[src/rtl/inst_prefetch_queue_if.sv]
// Bundle of the redirect, instruction-memory and decode-side signals of the prefetch queue.
// The queue uses the master modport; memory, branch control and decode sit on the slave side.
interface inst_prefetch_queue_if #(
   parameter int XLEN  = 32,
   parameter int DEPTH = 4
);
   localparam int LW = $clog2(DEPTH) + 1;

   logic            redirect_valid;
   logic [XLEN-1:0] redirect_pc;
   logic            imem_req;
   logic [XLEN-1:0] imem_addr;
   logic            imem_rvalid;
   logic [XLEN-1:0] imem_rdata;
   logic            out_valid;
   logic            out_ready;
   logic [XLEN-1:0] out_pc;
   logic [XLEN-1:0] out_instr;
   logic [LW-1:0]   level;
   logic [1:0]      fsm_state;

   modport master (
      input  redirect_valid, redirect_pc, imem_rvalid, imem_rdata, out_ready,
      output imem_req, imem_addr, out_valid, out_pc, out_instr, level, fsm_state
   );

   modport slave (
      output redirect_valid, redirect_pc, imem_rvalid, imem_rdata, out_ready,
      input  imem_req, imem_addr, out_valid, out_pc, out_instr, level, fsm_state
   );
endinterface

[src/rtl/inst_prefetch_queue.sv]
// Instruction prefetch queue: sequential fetch into a DEPTH-entry {pc, instr} FIFO, flushed on redirect.
// Optional build macro IPQ_PERF_CNT_EN adds flush_cnt and starve_cnt saturating counters.
module inst_prefetch_queue #(
   parameter int              XLEN     = 32,
   parameter int              DEPTH    = 4,
   parameter logic [XLEN-1:0] RESET_PC = '0
) (
   input  logic                   clk,
   input  logic                   rstn,
   inst_prefetch_queue_if.master  bus
`ifdef IPQ_PERF_CNT_EN
   ,
   output logic [31:0]            flush_cnt,
   output logic [31:0]            starve_cnt
`endif
);

   // Handshakes: a transfer happens on a clock edge where valid and ready are both 1.
   // imem: imem_req/imem_addr hold until imem_rvalid; out: out_valid means count != 0,
   // out_ready is the inverse of decode stall. redirect_valid voids same-cycle transfers.

   localparam int PW = $clog2(DEPTH);
   localparam int CW = PW + 1;
   localparam logic [CW-1:0] DEPTH_C = CW'(DEPTH);

   typedef enum logic [1:0] {
      IDLE = 2'd0,
      REQ  = 2'd1,
      DROP = 2'd2
   } state_t;

   state_t          state;
   state_t          state_next;
   logic [XLEN-1:0] fetch_pc;
   logic [XLEN-1:0] fetch_pc_next;
   logic [PW-1:0]   rd_ptr;
   logic [PW-1:0]   wr_ptr;
   logic [CW-1:0]   count;
   logic [CW-1:0]   count_next;
   logic            push;
   logic            pop;

   logic [XLEN-1:0] pc_mem    [DEPTH];
   logic [XLEN-1:0] instr_mem [DEPTH];

   logic unused_pc_bits;
   assign unused_pc_bits = &bus.redirect_pc[1:0];

   always_comb begin
      push       = (state == REQ) && bus.imem_rvalid && !bus.redirect_valid;
      pop        = (count != '0) && bus.out_ready && !bus.redirect_valid;
      count_next = count;
      if (push && !pop) begin
         count_next = count + 1'b1;
      end else if (!push && pop) begin
         count_next = count - 1'b1;
      end
   end

   always_comb begin
      state_next    = state;
      fetch_pc_next = fetch_pc;
      case (state)
         IDLE: begin
            if (bus.redirect_valid || (count < DEPTH_C)) begin
               state_next = REQ;
            end
         end
         REQ: begin
            if (bus.redirect_valid) begin
               // A request still in flight must have its response swallowed before refetching.
               state_next = bus.imem_rvalid ? REQ : DROP;
            end else if (bus.imem_rvalid) begin
               state_next = (count_next < DEPTH_C) ? REQ : IDLE;
            end
         end
         DROP: begin
            // A redirect here only retargets fetch_pc; the orphan still has to drain.
            if (bus.imem_rvalid) begin
               state_next = REQ;
            end
         end
         default: state_next = IDLE;
      endcase
      if (bus.redirect_valid) begin
         fetch_pc_next = {bus.redirect_pc[XLEN-1:2], 2'b00};
      end else if (push) begin
         fetch_pc_next = fetch_pc + XLEN'(4);
      end
   end

   always_ff @(posedge clk) begin
      if (!rstn) begin
         state    <= IDLE;
         fetch_pc <= RESET_PC;
         rd_ptr   <= '0;
         wr_ptr   <= '0;
         count    <= '0;
      end else begin
         state    <= state_next;
         fetch_pc <= fetch_pc_next;
         if (bus.redirect_valid) begin
            rd_ptr <= '0;
            wr_ptr <= '0;
            count  <= '0;
         end else begin
            count <= count_next;
            if (push) begin
               wr_ptr <= wr_ptr + 1'b1;
            end
            if (pop) begin
               rd_ptr <= rd_ptr + 1'b1;
            end
         end
      end
   end

   // Storage needs no reset: count gates visibility of every entry.
   always_ff @(posedge clk) begin
      if (push) begin
         pc_mem[wr_ptr]    <= fetch_pc;
         instr_mem[wr_ptr] <= bus.imem_rdata;
      end
   end

   assign bus.imem_req  = (state == REQ);
   assign bus.imem_addr = fetch_pc;
   assign bus.out_valid = (count != '0);
   assign bus.out_pc    = pc_mem[rd_ptr];
   assign bus.out_instr = instr_mem[rd_ptr];
   assign bus.level     = count;
   assign bus.fsm_state = state;

`ifdef IPQ_PERF_CNT_EN
   always_ff @(posedge clk) begin
      if (!rstn) begin
         flush_cnt  <= '0;
         starve_cnt <= '0;
      end else begin
         if (bus.redirect_valid && (flush_cnt != 32'hFFFF_FFFF)) begin
            flush_cnt <= flush_cnt + 32'd1;
         end
         if ((count == '0) && bus.out_ready && (starve_cnt != 32'hFFFF_FFFF)) begin
            starve_cnt <= starve_cnt + 32'd1;
         end
      end
   end
`else
   // Default build carries no performance counters.
`endif

endmodule
[src/flat_wrapper.sv]
// flat-port wrapper written by rule: the top's interface ports become plain ports
module inst_prefetch_queue_flat 
#(
   parameter int              XLEN     = 32,
   parameter int              DEPTH    = 4,
   parameter logic [XLEN-1:0] RESET_PC = '0
)
  (clk, rstn, bus_redirect_valid, bus_redirect_pc, bus_imem_rvalid, bus_imem_rdata, bus_out_ready, bus_imem_req, bus_imem_addr, bus_out_valid, bus_out_pc, bus_out_instr, bus_level, bus_fsm_state);
  inst_prefetch_queue_if #(.XLEN(XLEN), .DEPTH(DEPTH)) bus_i ();
  input  logic clk;
  input  logic rstn;
  input wire logic [$bits(bus_i.redirect_valid)-1:0] bus_redirect_valid;
  input wire logic [$bits(bus_i.redirect_pc)-1:0] bus_redirect_pc;
  input wire logic [$bits(bus_i.imem_rvalid)-1:0] bus_imem_rvalid;
  input wire logic [$bits(bus_i.imem_rdata)-1:0] bus_imem_rdata;
  input wire logic [$bits(bus_i.out_ready)-1:0] bus_out_ready;
  output wire logic [$bits(bus_i.imem_req)-1:0] bus_imem_req;
  output wire logic [$bits(bus_i.imem_addr)-1:0] bus_imem_addr;
  output wire logic [$bits(bus_i.out_valid)-1:0] bus_out_valid;
  output wire logic [$bits(bus_i.out_pc)-1:0] bus_out_pc;
  output wire logic [$bits(bus_i.out_instr)-1:0] bus_out_instr;
  output wire logic [$bits(bus_i.level)-1:0] bus_level;
  output wire logic [$bits(bus_i.fsm_state)-1:0] bus_fsm_state;
  assign bus_i.redirect_valid = bus_redirect_valid;
  assign bus_i.redirect_pc = bus_redirect_pc;
  assign bus_i.imem_rvalid = bus_imem_rvalid;
  assign bus_i.imem_rdata = bus_imem_rdata;
  assign bus_i.out_ready = bus_out_ready;
  assign bus_imem_req = bus_i.imem_req;
  assign bus_imem_addr = bus_i.imem_addr;
  assign bus_out_valid = bus_i.out_valid;
  assign bus_out_pc = bus_i.out_pc;
  assign bus_out_instr = bus_i.out_instr;
  assign bus_level = bus_i.level;
  assign bus_fsm_state = bus_i.fsm_state;
  inst_prefetch_queue #(.XLEN(XLEN), .DEPTH(DEPTH), .RESET_PC(RESET_PC)) u_core (.clk(clk), .rstn(rstn), .bus(bus_i));
endmodule
[config.mk]
export PLATFORM = sky130hd
export DESIGN_NAME = inst_prefetch_queue_flat
export DESIGN_NICKNAME = d
export VERILOG_FILES = /design/src/rtl/inst_prefetch_queue_if.sv /design/src/rtl/inst_prefetch_queue.sv /design/src/flat_wrapper.sv
export SDC_FILE = /design/constraint.sdc
export NUM_CORES = 1
export LEC_CHECK = 0
export BUFFER_PORTS_ARGS = -buffer_cell sky130_fd_sc_hd__buf_2
export CORE_UTILIZATION = 26
export CTS_CLUSTER_DIAMETER = 80
export DETAILED_ROUTE_END_ITERATION = 10
export GPL_ROUTABILITY_DRIVEN = 1
export PLACE_DENSITY = 0.47
export SLEW_MARGIN = 20
export SYNTH_ARGS = -nofsm -noshare
export SYNTH_HDL_FRONTEND = slang
export SYNTH_SLANG_ARGS = --single-unit
export TNS_END_PERCENT = 50
[constraint.sdc]
create_clock -name clk -period 6.55 [get_ports clk]
set_clock_uncertainty 0.15 [all_clocks]
set_input_delay 0.9825 -clock clk [delete_from_list [all_inputs] [get_ports clk]]
set_output_delay 0.9825 -clock clk [all_outputs]
set_load 0.02 [all_outputs]
# Word level (Yosys, flattened, before mapping)
# Memory sizes are Yosys's and may differ from the RTL's. A register that Yosys moved wholly into a read port is not among the register bits.
# Index checks and enable logic that the tools add are counted.
# W data, S select, Z words.
# classes
order_cmp	2
muxes	17
add_sub_neg	5
n_eq_ne	5
reduce_logical	15
n_bitwise	1
# op_table
operator	n
$mux W32	2
$add A32 B3 Y32 const B	1
$mux W2	9
$logic_and A1 B1 Y1	6
$lt A3 B3 Y1 const B	2
$mux W3	2
$pmux W2 S3	1
$add A2 B1 Y2 const B	2
$add A3 B1 Y3 const B	1
$logic_not A1 Y1	3
$mux W1	3
$ne A3 B3 Y1 const B	1
$reduce_and A3 Y1	1
$reduce_bool A3 Y1	1
$sub A3 B1 Y3 const B	1
$eq A2 B1 Y1 const B	1
$eq A2 B2 Y1 const B	1
$logic_not A2 Y1	1
$ne A2 B1 Y1 const B	1
$ne A2 B2 Y1 const B	1
$reduce_bool A2 Y1	1
$reduce_or A2 Y1	1
$logic_or A1 B1 Y1	1
$not A1 Y1	1
# totals
in_bits	69
out_inout_bits	103
regBits	41
memories	2
mem_bits_rw	256
# mem_list
memory	depth	width	rd	rd_clocked_by_memory_dff	wr	line_no	rtl
u_core.instr_mem	4	32	1	1	1	inst_prefetch_queue.sv:44	logic [XLEN-1:0] instr_mem [DEPTH];
u_core.pc_mem	4	32	1	1	1	inst_prefetch_queue.sv:43	logic [XLEN-1:0] pc_mem [DEPTH];

# Logic depth before layout (Yosys ltp)
# logic_depth
ltp_word	12
depth_mapped	10
ltp_nobuf	10

# Worst setup path before layout
# Ideal clock, no wire load.
# synth_timing
path_type	input port to flip-flop
start	in bus_redirect_valid
end	mem u_core.instr_mem[0][0] (enable)
setup_ns	0.427
slack_ns	2.812
path_buffers	2
t_arrival_ns	3.161
stages	4
required_time_ns	5.973
cell_sequence	inv_1 > clkbuf_1 > clkbuf_1 > and3_1
# synth_between
elab_chain_len	4
# synth_rtl
item	line_no	rtl
from (decl)	flat_wrapper.sv:12	input wire logic [$bits(bus_i.redirect_valid)-1:0] bus_redirect_valid;
$logic_not A1 Y1	inst_prefetch_queue.sv:50	push = (state == REQ) && bus.imem_rvalid && !bus.redirect_valid;
$logic_and A1 B1 Y1	inst_prefetch_queue.sv:50	
$mux W1	inst_prefetch_queue.sv:120	if (push) begin
$mux W1 (not written as such)	inst_prefetch_queue.sv:122	instr_mem[wr_ptr] <= bus.imem_rdata;
to (decl)	inst_prefetch_queue.sv:44	
# No other way between the ends.

==> flow_summary.yaml <==
outcome:
  status: "finished clean"
routing:
  num_vias: 6336
  drc: 0
  finalWirelength_microns: 27740
  wl_per_cell_microns: 19.55
  drtIter0Drc: 329
  dr.pass1.iters: 5
  route.antenna.remaining_nets: 0
  via_per_inst: 4.465
place:
  portBuffers: 165
  dp.cells: 1356
  dpl_cell_area_sq_um: 12840
  place_ws_ns: 2.972
  gp_congestion: 0.6799
  place_hpwl_microns: 17130
min_path:
  hold_path.class: "flip-flop to flip-flop"
  worstHoldStart: "u_core.wr_ptr[0]$_SDFFE_PP0P_"
  hold_end: "u_core.wr_ptr[0]$_SDFFE_PP0P_"
  worstHoldPathCells: 2
clock_tree:
  clock_path_buffers: 3
  cts_resized: 0
  htreeDepth: 2
  cts.hold.buffers_added: 0
  clk_pin_slew_ns: 0.05
  insertion_delay_ns: 0.52
  clock-root-buffer: "clkbuf_16"
  cts-buffers-inserted: 35
  clkSinkCount: 289
  post_cts_buffers: 0
  cts_tree: "built"
timing:
  hold_violations: 0
  finalMaxSlewViolations: 0
  rsz0062_at_grt: "no"
  fmax_ghz: 0.2515
  whs_ns: 0.3563
  fin_crit_sh_pct: 60.70
  tightest_slew_ns: 0.9178
  slew_headroom_pct: 38.82
  fin_tns_setup_ns: 0
  fin_ws_ns: 2.574
  period_minus_slack_ns: 3.976
  setup_viol: 0
power_and_ir_drop:
  max-vdd-ir-drop_uv: 161.5
  p_sw_share_pct: 21.46
  p_sw_mw: 0.8876
  seqPwrFrac_pct: 50.2
  power-per-cell-area_nw_per_um2: 296.2
  power_mw: 4.136
  clkPwrFrac_pct: 45.5
  combPwrFrac_pct: 4.3
  p_leak_nw: 4.623
  p_int_mw: 3.248
worst_setup_path:
  reg2reg_to: "u_core.instr_mem[2][24]$_DFFE_PP_"
  endpoint_kind: "output port"
  r2r_cells: 3
  rr_startpoint: "u_core.bus.fsm_state[0]$_SDFFE_PN0P_"
  critPathLaunchType: "flip-flop"
  r2r_setup_slack_ns: 3.66
  critPathKind: "flip-flop to output port"
  crit_required_ns: 5.42
  crit_arrival_ns: 2.84
  worst-path-max-fanout: 39
finish:
  final_common_cell: "edfxtp_1"
  regArea_sq_um: 8275
  layout_common_cells: "edfxtp_1 (248), buf_2 (165), mux4_2 (62)"
  multi_input_area_sq_um: 2909
  diodes: 0
  final_util_pct: 32.41
  layout.nets: 887
  final_area_sq_um: 13960
  nFillCells: 4218
  fin_cells: 1419
  drive_above_1_share_pct: 35.25
  syn2layout_area_growth_pct: 22.77
die:
  initial_utilization_pct: 26.40
  die-area_sq_um: 44580
  die_h_microns: 211.1
  core_sq_um: 43080
  io_pins: 172
  rows: 76
  die_x_microns: 211.1
synthesis:
  synthArstFlopShare_pct: 0
  syn_inst: 635
  netlist_area_sq_um: 11370
  yosysSeqAreaShare_pct: 72.70
  synthFlopType: "edfxtp_1"
  yosys_warnings: 0
  synth_cell_type_count: 47
  synth.avg_cell_area_sq_um: 17.91
  synth_edf_count: 248
  ys_ff_latch: 289
grt:
  antenna_found_initial: 1
  overflow: 0
  grt_max_degree: 46
  grt_pass1_vias: 6440
  grt_pass1_wl_microns: 41400
  track_usage_pct: 12.65
flow_run:
  cap_violations: 0
## cell families (layout without fill, tap and decap cells)
family / Yosys count / count (layout) / synth area share (%)
other cells: 1 / 4 / 0.03298
fa+ha+maj: 10 / 10 / 1.100
simple gates: 130 / 130 / 6.502
mux: 63 / 63 / 12.38
xor+xnor: 12 / 12 / 0.9243
buf+inv: 51 / 247 / 1.991
compound gates: 79 / 79 / 4.368
flops: 289 / 289 / 72.70
## area by class of cell
cell class / instances / area share (%)
Multi-Input combinational cell: 298 / 20.84
Timing Repair Buffer: 173 / 6.345
Tap cell: 585 / 5.242
Clock inverter: 17 / 1.138
Inverter: 11 / 0.2957
Sequential cell: 289 / 59.27
Clock buffer: 46 / 6.873
## registers in the layout, summed over array words and instances, names as in the netlist, named ones only
name and cells:
u_core.wr_ptr 2, u_core.rd_ptr 2, u_core.pc_mem 120, u_core.instr_mem 128, u_core.bus.level 3, u_core.bus.imem_addr 30, u_core.bus.fsm_state 2
## worst max-delay path by stage
stage / to / depth (start not counted) / startpoint
2_1_floorplan: u_core.instr_mem[0][0]$_DFFE_PP_ / 4 / bus_redirect_valid
3_5_place_dp: bus_out_instr[26] / 3 / flip-flop
6_report: bus_out_instr[26] / 3 / flip-flop
3_3_place_gp: bus_out_instr[28] / 3 / flip-flop
5_1_grt: bus_out_instr[11] / 3 / flip-flop
4_1_cts: bus_out_instr[26] / 3 / flip-flop
## synthesized netlist by cell type (all sizes together) (9+ instances only)
library cell | number | area, sq um
a21oi | 11 | 55.05
a31oi | 10 | 62.56
and3 | 9 | 56.30
buf | 15 | 91.34
clkbuf | 25 | 93.84
dfxtp | 41 | 820.8
edfxtp | 248 | 7447
ha | 10 | 125.1
inv | 11 | 41.29
mux4 | 62 | 1396
nand2 | 28 | 105.1
nand3 | 13 | 70.07
nand4 | 12 | 75.07
nor2 | 14 | 52.55
nor4 | 9 | 56.30
o21ai | 32 | 160.2
or4 | 12 | 97.59
xnor2 | 9 | 78.83
## routing by layer
metal	track usage (%)	wire length (microns)
met5	0	0
met1	17.02	12710
met4	3.648	510
met3	3.747	1770
met2	19.69	12750
## worst max-delay path, stage by stage, from the launching register on
cell and delay, ns:
dfxtp_4 0.95, buf_4 0.58, mux4_2 0.59, buf_2 0.18
## power groups by stage
stage / sequential [mW] / combinational, mW / clock [mW]
global route: 2.08 / 0.196 / 2.02
CTS: 2.08 / 0.182 / 1.95
global placement: 2.12 / 0.181 / 0
finish: 2.08 / 0.178 / 1.88
detailed placement: 2.12 / 0.181 / 0
floorplan: 2.12 / 0.0869 / 0
Power figures use the tool's default switching activity.
